$ cat src/rtl/execute_pkg.sv
// Shared pipeline types for the execute stage: opcodes, stage bundles, mul/div states.
// Optional macro EXEC_MUL_1CYC_EN selects the single-cycle multiplier in muldiv.
package execute_pkg;

  typedef enum logic [4:0] {
    OP_NOP,
    OP_ADDU,
    OP_SUBU,
    OP_AND,
    OP_OR,
    OP_XOR,
    OP_NOR,
    OP_SLT,
    OP_SLTU,
    OP_SLL,
    OP_SRL,
    OP_SRA,
    OP_LUI,
    OP_LW,
    OP_SW,
    OP_MFHI,
    OP_MFLO,
    OP_MTHI,
    OP_MTLO,
    OP_MULT,
    OP_MULTU,
    OP_DIV,
    OP_DIVU
  } op_t;

  typedef struct packed {
    op_t         op;
    logic [31:0] pc;
    logic [31:0] valA;
    logic [31:0] valB;
    logic [15:0] imm;
    logic [4:0]  regw;
    logic        rm;
    logic        wm;
    logic        valid;
  } E_type;

  typedef struct packed {
    logic [31:0] pc;
    op_t         op;
    logic [31:0] valA;
    logic [31:0] valB;
    logic [4:0]  regw;
    logic        rm;
    logic        wm;
  } M_type;

  typedef enum logic [1:0] {
    MD_IDLE,
    MD_MUL,
    MD_DIV,
    MD_DONE
  } muldiv_state_t;

  localparam logic [31:0] DIV0_QUO = 32'hFFFF_FFFF;

  function automatic logic [31:0] sext16(input logic [15:0] v);
    return {{16{v[15]}}, v};
  endfunction

  function automatic logic is_muldiv(input op_t op);
    return op inside {OP_MULT, OP_MULTU, OP_DIV, OP_DIVU};
  endfunction

  function automatic logic is_mul(input op_t op);
    return op inside {OP_MULT, OP_MULTU};
  endfunction

  function automatic logic md_signed(input op_t op);
    return op inside {OP_MULT, OP_DIV};
  endfunction

  function automatic logic no_regw(input op_t op);
    return is_muldiv(op) || (op inside {OP_MTHI, OP_MTLO, OP_SW});
  endfunction

endpackage

$ cat src/rtl/execute_muldiv.sv
// Iterative multiplier / restoring divider with IDLE/MUL/DIV/DONE FSM.
// EXEC_MUL_1CYC_EN: multiply finishes in a single MUL cycle.
module muldiv
  import execute_pkg::*;
#(
  parameter int DIV_CYCLES = 32
) (
  input  logic        clk,
  input  logic        reset,
  input  logic        start,
  input  op_t         op,
  input  logic [31:0] a,
  input  logic [31:0] b,
  input  logic        flush,
  input  logic        commit,
  output logic        done,
  output logic [31:0] hi,
  output logic [31:0] lo
);

  localparam int CMAX = (DIV_CYCLES > 32) ? DIV_CYCLES : 32;
  localparam int CW   = $clog2(CMAX + 1);
  localparam int BPC  = (32 + DIV_CYCLES - 1) / DIV_CYCLES;
`ifdef EXEC_MUL_1CYC_EN
  localparam int MUL_ITERS = 1;
`else
  localparam int MUL_ITERS = 32;
`endif

  muldiv_state_t r_state;
  logic [CW-1:0] r_cnt;
  logic [5:0]    r_steps;
  logic [63:0]   r_mcand;
  logic [31:0]   r_mplier;
  logic [63:0]   r_acc;
  logic [31:0]   r_rem;
  logic [31:0]   r_quo;
  logic [31:0]   r_dvs;
  logic [31:0]   r_a;
  logic          r_negq;
  logic          r_negr;
  logic          r_dz;
  logic [31:0]   r_hi;
  logic [31:0]   r_lo;

  logic          w_na;
  logic          w_nb;
  logic [31:0]   w_ma;
  logic [31:0]   w_mb;
  logic [63:0]   w_acc_n;
  logic [63:0]   w_mul_res;
  logic [31:0]   w_rem;
  logic [31:0]   w_quo;
  logic [5:0]    w_steps;
  logic [32:0]   w_t;
  logic [31:0]   w_q_res;
  logic [31:0]   w_r_res;

  assign w_na = md_signed(op) & a[31];
  assign w_nb = md_signed(op) & b[31];
  assign w_ma = w_na ? (32'd0 - a) : a;
  assign w_mb = w_nb ? (32'd0 - b) : b;

`ifdef EXEC_MUL_1CYC_EN
  assign w_acc_n = 64'(r_mcand[31:0]) * 64'(r_mplier);
`else
  assign w_acc_n = r_mplier[0] ? (r_acc + r_mcand) : r_acc;
`endif
  assign w_mul_res = r_negq ? (64'd0 - w_acc_n) : w_acc_n;

  // BPC restoring steps per cycle so any DIV_CYCLES covers all 32 bits
  always_comb begin
    w_rem   = r_rem;
    w_quo   = r_quo;
    w_steps = r_steps;
    w_t     = '0;
    for (int j = 0; j < BPC; j++) begin
      if (w_steps < 6'd32) begin
        w_t   = {w_rem, w_quo[31]};
        w_quo = {w_quo[30:0], 1'b0};
        if (w_t >= {1'b0, r_dvs}) begin
          w_t      = w_t - {1'b0, r_dvs};
          w_quo[0] = 1'b1;
        end
        w_rem   = w_t[31:0];
        w_steps = w_steps + 6'd1;
      end
    end
  end

  assign w_q_res = r_dz ? DIV0_QUO
                 : (r_negq ? (32'd0 - w_quo) : w_quo);
  assign w_r_res = r_dz ? r_a
                 : (r_negr ? (32'd0 - w_rem) : w_rem);

  always_ff @(posedge clk or posedge reset) begin
    if (reset) begin
      r_state  <= MD_IDLE;
      r_cnt    <= '0;
      r_steps  <= '0;
      r_mcand  <= '0;
      r_mplier <= '0;
      r_acc    <= '0;
      r_rem    <= '0;
      r_quo    <= '0;
      r_dvs    <= '0;
      r_a      <= '0;
      r_negq   <= 1'b0;
      r_negr   <= 1'b0;
      r_dz     <= 1'b0;
      r_hi     <= '0;
      r_lo     <= '0;
    end else if (flush) begin
      r_state <= MD_IDLE;
      r_cnt   <= '0;
    end else begin
      unique case (r_state)
        MD_IDLE: begin
          if (start) begin
            r_mcand  <= {32'd0, w_ma};
            r_mplier <= w_mb;
            r_acc    <= '0;
            r_rem    <= '0;
            r_quo    <= w_ma;
            r_dvs    <= w_mb;
            r_a      <= a;
            r_dz     <= (b == 32'd0);
            r_negq   <= w_na ^ w_nb;
            r_negr   <= w_na;
            r_cnt    <= '0;
            r_steps  <= '0;
            r_state  <= is_mul(op) ? MD_MUL : MD_DIV;
          end
        end
        MD_MUL: begin
          r_acc    <= w_acc_n;
          r_mcand  <= r_mcand << 1;
          r_mplier <= r_mplier >> 1;
          r_cnt    <= r_cnt + CW'(1);
          if (r_cnt == CW'(MUL_ITERS - 1)) begin
            r_hi    <= w_mul_res[63:32];
            r_lo    <= w_mul_res[31:0];
            r_state <= MD_DONE;
          end
        end
        MD_DIV: begin
          r_rem   <= w_rem;
          r_quo   <= w_quo;
          r_steps <= w_steps;
          r_cnt   <= r_cnt + CW'(1);
          if (r_cnt == CW'(DIV_CYCLES - 1)) begin
            r_hi    <= w_r_res;
            r_lo    <= w_q_res;
            r_state <= MD_DONE;
          end
        end
        MD_DONE: begin
          if (commit) r_state <= MD_IDLE;
        end
        default: r_state <= MD_IDLE;
      endcase
    end
  end

  assign done = (r_state == MD_DONE);
  assign hi   = r_hi;
  assign lo   = r_lo;

endmodule

$ cat src/rtl/execute.sv
// Execute stage: single-cycle ALU, address generation, HI/LO and mul/div control.
// EXEC_MUL_1CYC_EN (in muldiv) shortens MULT/MULTU to one iteration cycle.
module execute
  import execute_pkg::*;
#(
  parameter int DIV_CYCLES = 32
) (
  input  logic  clk,
  input  logic  reset,
  input  E_type E,
  input  logic  stall_in,
  input  logic  flush,
  output M_type M_pre,
  output logic  busy
);

  logic        r_inflight;
  logic [31:0] r_hi;
  logic [31:0] r_lo;

  logic        w_accept;
  logic        w_commit;
  logic        w_md_done;
  logic [31:0] w_md_hi;
  logic [31:0] w_md_lo;
  logic [31:0] w_alu;
  logic [31:0] w_addr;

  // r_inflight mirrors "muldiv not IDLE" so a held E never restarts it
  assign w_accept = !reset && E.valid && is_muldiv(E.op)
                  && !flush && !r_inflight;
  assign w_commit = !stall_in && !flush;
  assign busy     = !reset
                  && (w_accept || (r_inflight && !w_md_done));

  muldiv #(
    .DIV_CYCLES(DIV_CYCLES)
  ) u_muldiv (
    .clk   (clk),
    .reset (reset),
    .start (w_accept),
    .op    (E.op),
    .a     (E.valA),
    .b     (E.valB),
    .flush (flush),
    .commit(w_commit),
    .done  (w_md_done),
    .hi    (w_md_hi),
    .lo    (w_md_lo)
  );

  always_ff @(posedge clk or posedge reset) begin
    if (reset) begin
      r_inflight <= 1'b0;
    end else if (flush) begin
      r_inflight <= 1'b0;
    end else if (w_accept) begin
      r_inflight <= 1'b1;
    end else if (w_md_done && w_commit) begin
      r_inflight <= 1'b0;
    end
  end

  always_ff @(posedge clk or posedge reset) begin
    if (reset) begin
      r_hi <= '0;
      r_lo <= '0;
    end else if (w_md_done && w_commit) begin
      r_hi <= w_md_hi;
      r_lo <= w_md_lo;
    end else if (E.valid && w_commit) begin
      if (E.op == OP_MTHI) r_hi <= E.valA;
      if (E.op == OP_MTLO) r_lo <= E.valA;
    end
  end

  assign w_addr = E.valA + sext16(E.imm);

  // shifts move valA by valB[4:0]
  always_comb begin
    w_alu = '0;
    unique case (E.op)
      OP_ADDU:  w_alu = E.valA + E.valB;
      OP_SUBU:  w_alu = E.valA - E.valB;
      OP_AND:   w_alu = E.valA & E.valB;
      OP_OR:    w_alu = E.valA | E.valB;
      OP_XOR:   w_alu = E.valA ^ E.valB;
      OP_NOR:   w_alu = ~(E.valA | E.valB);
      OP_SLT:   w_alu = {31'd0, $signed(E.valA) < $signed(E.valB)};
      OP_SLTU:  w_alu = {31'd0, E.valA < E.valB};
      OP_SLL:   w_alu = E.valA << E.valB[4:0];
      OP_SRL:   w_alu = E.valA >> E.valB[4:0];
      OP_SRA:   w_alu = $signed(E.valA) >>> E.valB[4:0];
      OP_LUI:   w_alu = {E.imm, 16'd0};
      OP_LW:    w_alu = w_addr;
      OP_SW:    w_alu = w_addr;
      OP_MFHI:  w_alu = r_hi;
      OP_MFLO:  w_alu = r_lo;
      default:  w_alu = '0;
    endcase
  end

  always_comb begin
    M_pre    = '0;
    M_pre.pc = E.pc;
    if (E.valid) begin
      M_pre.op   = E.op;
      M_pre.valA = w_alu;
      M_pre.valB = E.valB;
      M_pre.rm   = E.rm;
      M_pre.wm   = E.wm;
      M_pre.regw = no_regw(E.op) ? 5'd0 : E.regw;
    end
  end

endmodule

$ cat config.mk
export PLATFORM = sky130hd
export DESIGN_NAME = execute
export DESIGN_NICKNAME = d
export VERILOG_FILES = /design/src/rtl/execute_pkg.sv /design/src/rtl/execute_muldiv.sv /design/src/rtl/execute.sv
export SDC_FILE = /design/constraint.sdc
export NUM_CORES = 2
export LEC_CHECK = 0
export CAP_MARGIN = 20
export CORE_MARGIN = 1.5
export CORE_UTILIZATION = 41
export DETAILED_ROUTE_END_ITERATION = 6
export PLACE_DENSITY = 0.6
export SLEW_MARGIN = 25
export SYNTH_ARGS = -nofsm -noshare
export SYNTH_HDL_FRONTEND = slang
export SYNTH_SLANG_ARGS = --single-unit
$ cat constraint.sdc
create_clock -name clk -period 21.2 [get_ports clk]
set_input_delay 4.24 -clock clk [delete_from_list [all_inputs] [get_ports clk]]
set_output_delay 4.24 -clock clk [all_outputs]
set_load 0.01 [all_outputs]
==> flow_summary.json <==
{
  "outcome": "finished with violations",
  "violations": "DRC",
  "critPathKind": "input pin to output pin",
  "postCtsResizedCells": 0,
  "numCtsBuffers": 52,
  "comb_power_share_pct": 60.0,
  "synth_ff_type": "dfrtp_1",
  "maxCapViolCount": 0,
  "finalCritPeriodShare_pct": 70.0,
  "final_max_slew_viol_count": 0,
  "synthArstFlopShare_pct": 100,
  "htreeDepth": 2,
  "cts_max_path_buffers": 3,
  "finClkSkew_ps": 16.6,
  "synth_common_cells": "646 x nand2_1, 617 x o21ai_0, 529 x nor2_1",
  "avgViaCountPerCell": 6.34,
  "grt.total_usage_pct": 33.6,
  "setup_tns_ps": 0,
  "fmax_mhz": 67.3,
  "area.growth.synth_to_final_pct": 10.2,
  "peakVddDrop_uv": 111,
  "die_w_um": 319,
  "sw_frac_of_total_pct": 51.7,
  "leakage_nw": 18.8,
  "die_y_um": 319,
  "avgSynthCellArea_um2": 7.46,
  "grt_pass1_wl_um": 260000,
  "rows": 115,
  "cts-root-buf": "clkbuf_16",
  "crit_top_cell": "o21ai_0",
  "design_area_um2": 45100,
  "ant_nets": 0,
  "ys_seq_elements": 434,
  "antenna_found_initial": 3,
  "start_util_pct": 41.5,
  "p_int_w": 0.00270,
  "layout.nets": 5743,
  "drc": 16,
  "hpwl_um": 134000,
  "p_seq_share_pct": 23.0,
  "placed_cell_area_um2": 43300,
  "grt_max_degree": 162,
  "synth_warnings": 0,
  "firstDrtPassIters": 7,
  "synth_top_cell_area_share_pct": 26.6,
  "synth-seq-area-share_pct": 26.6,
  "cts.hold.buffers_added": 0,
  "grt-ovfl-total": 0,
  "worst_slew_pin_slew_ps": 1170,
  "core_um2": 98600,
  "clkLatencyLatePin_ps": 650,
  "yosys-top-cells-area": "dfrtp_1 27%, o21ai_0 7.6%, ha_1 7.2%",
  "utilization_pct": 45.7,
  "cpLargestDelayFamily": "compound AO/OA/AOI/OAI gates",
  "cp_num_cells": 21,
  "io_buffers": 173,
  "synth_most_common_cell": "nand2_1",
  "crit_fanout": 31,
  "die_area_um2": 102000,
  "worst-path-buf-inv": 3,
  "start_kind": "input pin",
  "fill_cells": 9998,
  "setup_viol": 0,
  "synth_top_area_cell": "dfrtp_1",
  "post_cts_buffers": 0,
  "syn_inst": 5478,
  "hold_depth": 2,
  "drt_iter0_drc": 5119,
  "rsz0062_at_grt": "false",
  "drt-total-wl_um": 177000,
  "yosysUniqueCellTypes": 110,
  "worst-endpoint-required_ps": 16960,
  "synth_edf_count": 0,
  "gp_congestion": 1.02,
  "clkTransAtPathRegs_ps": 60,
  "crit_path_max_incr_delay_ps": 790,
  "period_minus_slack_ps": 14850,
  "pwr_density_cell_nw_per_um2": 124,
  "grt_pass1_vias": 38900,
  "crit_path_cell_trace": "clkdlybuf4s50_1, nand2_1, nor3_2, buf_4, o21ai_0, ha_1, fa_1, a21oi_1, o21ai_0, a2111oi_0, o31ai_1, a211oi_1, o31ai_1, and3_1, o221ai_1, nor2_1, o21ai_0, a21boi_0, mux2_2, a31oi_1, clkdlybuf4s50_1",
  "netSwitchingPower_w": 0.00288,
  "end_kind": "output pin",
  "clkSinkCount": 434,
  "max_slew_margin_pct": 21.9,
  "wl_per_cell_um": 26.4,
  "drive_gt1_share_pct": 5.74,
  "slowest_stage": "clkdlybuf4s50_1",
  "arrival_ps": 10610,
  "syn-num-nets": 5846,
  "vias": 42500,
  "hold_class": "flop to flop",
  "hold_violations": 0,
  "syn-cell-area_um2": 40900,
  "tritoncts": "built",
  "reg2reg_depth": 19,
  "boundaryPins": 238,
  "clkPwrFrac_pct": 17.0
}
## flip-flops by register name, indices dropped and copies added, names as in the netlist
register	flops
u_muldiv.r_state	2
u_muldiv.hi	32
u_muldiv.r_acc	64
u_muldiv.r_quo	32
r_inflight	1
u_muldiv.r_a	32
u_muldiv.r_negq	1
r_lo	32
u_muldiv.r_mcand	64
u_muldiv.r_cnt	6
u_muldiv.r_rem	32
u_muldiv.lo	32
u_muldiv.r_steps	6
u_muldiv.r_mplier	32
r_hi	32
u_muldiv.r_negr	1
u_muldiv.r_dz	1
u_muldiv.r_dvs	32
## per-layer routing
| metal | part of all wire (%) | wire length, um | vias to the layer above | GRT usage [%] |
|---|---|---|---|---|
| met2 | 44 | 76900 | 1838 | 51.5 |
| li1 | - | - | 19700 | - |
| met5 | 0.0096 | 17 | - | 0 |
| met3 | 7.7 | 13600 | 360 | 5.47 |
| met4 | 6.2 | 11000 | 2 | 18.4 |
| met1 | 43 | 75200 | 20600 | 45.2 |
## tightest hold or removal path: cells and delay by family (launching register included)
family	cells	cell delay (ps)
flops	1	340
compound gates	1	60
simple gates	1	50
## layout make-up
type,count,area (um^2),area share (%)
Clock inverter,26,317,0.702
Multi-Input combinational cell,4439,27700,61.4
Antenna cell,3,7.51,0.0167
Tap cell,1287,1610,3.57
Clock buffer,70,1450,3.22
Sequential cell,434,10900,24.1
Inverter,181,687,1.52
Timing Repair Buffer,267,2440,5.42
## path summary, 6_finish.rpt
check / slack [ps] / end / start
setup / recovery: 6350 / M_pre[69] / E[122]
hold / removal: 480 / r_hi[0] / u_muldiv.hi[0]
setup reg to reg: 14620 / u_muldiv.hi[26] / u_muldiv.r_rem[18]
hold reg to reg: 480 / r_hi[0] / u_muldiv.hi[0]
max in group asynchronous: 14270 / u_muldiv.r_dvs[24] / reset
min in group asynchronous: 4150 / u_muldiv.r_state[0] / reset
## metrics by stage
stage / hold WS (ps) / setup WS (ps) / total power, W / instances
floorplan: 441 / 4870 / 0.00338 / 5478
global placement: 454 / 6390 / 0.00450 / 6608
detailed placement: 464 / 6430 / 0.00453 / 6608
CTS: 478 / 6370 / 0.00549 / 6704
global route: 493 / 5880 / 0.00587 / 6705
finish: 480 / 6350 / 0.00558 / 6707
## cell usage in the layout (no fill, tap or decap), drive strengths merged, types with 168 or more instances in the layout
cell,synthesis,routed
dfrtp,434,434
xnor2,182,182
inv,169,170
nand3,222,222
ha,235,235
clkdlybuf4s50,0,168
a21oi,469,469
o21ai,630,630
nand2,647,647
nor2,529,529
## power by group through the flow
stage	combinational [W]	sequential [W]	clock, W
6_report	0.00335	0.00128	0.000949
2_1_floorplan	0.00223	0.00115	0
5_1_grt	0.00357	0.00130	0.000994
3_3_place_gp	0.00322	0.00128	0
3_5_place_dp	0.00325	0.00128	0
4_1_cts	0.00326	0.00127	0.000960
## kinds of logic after synthesis
group                      synth area share (%)
AOI/OAI and AO/OA                          29.5
xor gates and xnor gates                   5.78
adders and majority gates                  7.39
buffers and inverters                      5.97
DFF                                        26.6
muxes                                      3.49
and+or+nand+nor                            21.3
No activity file was read; power rests on OpenSTA's default activity.
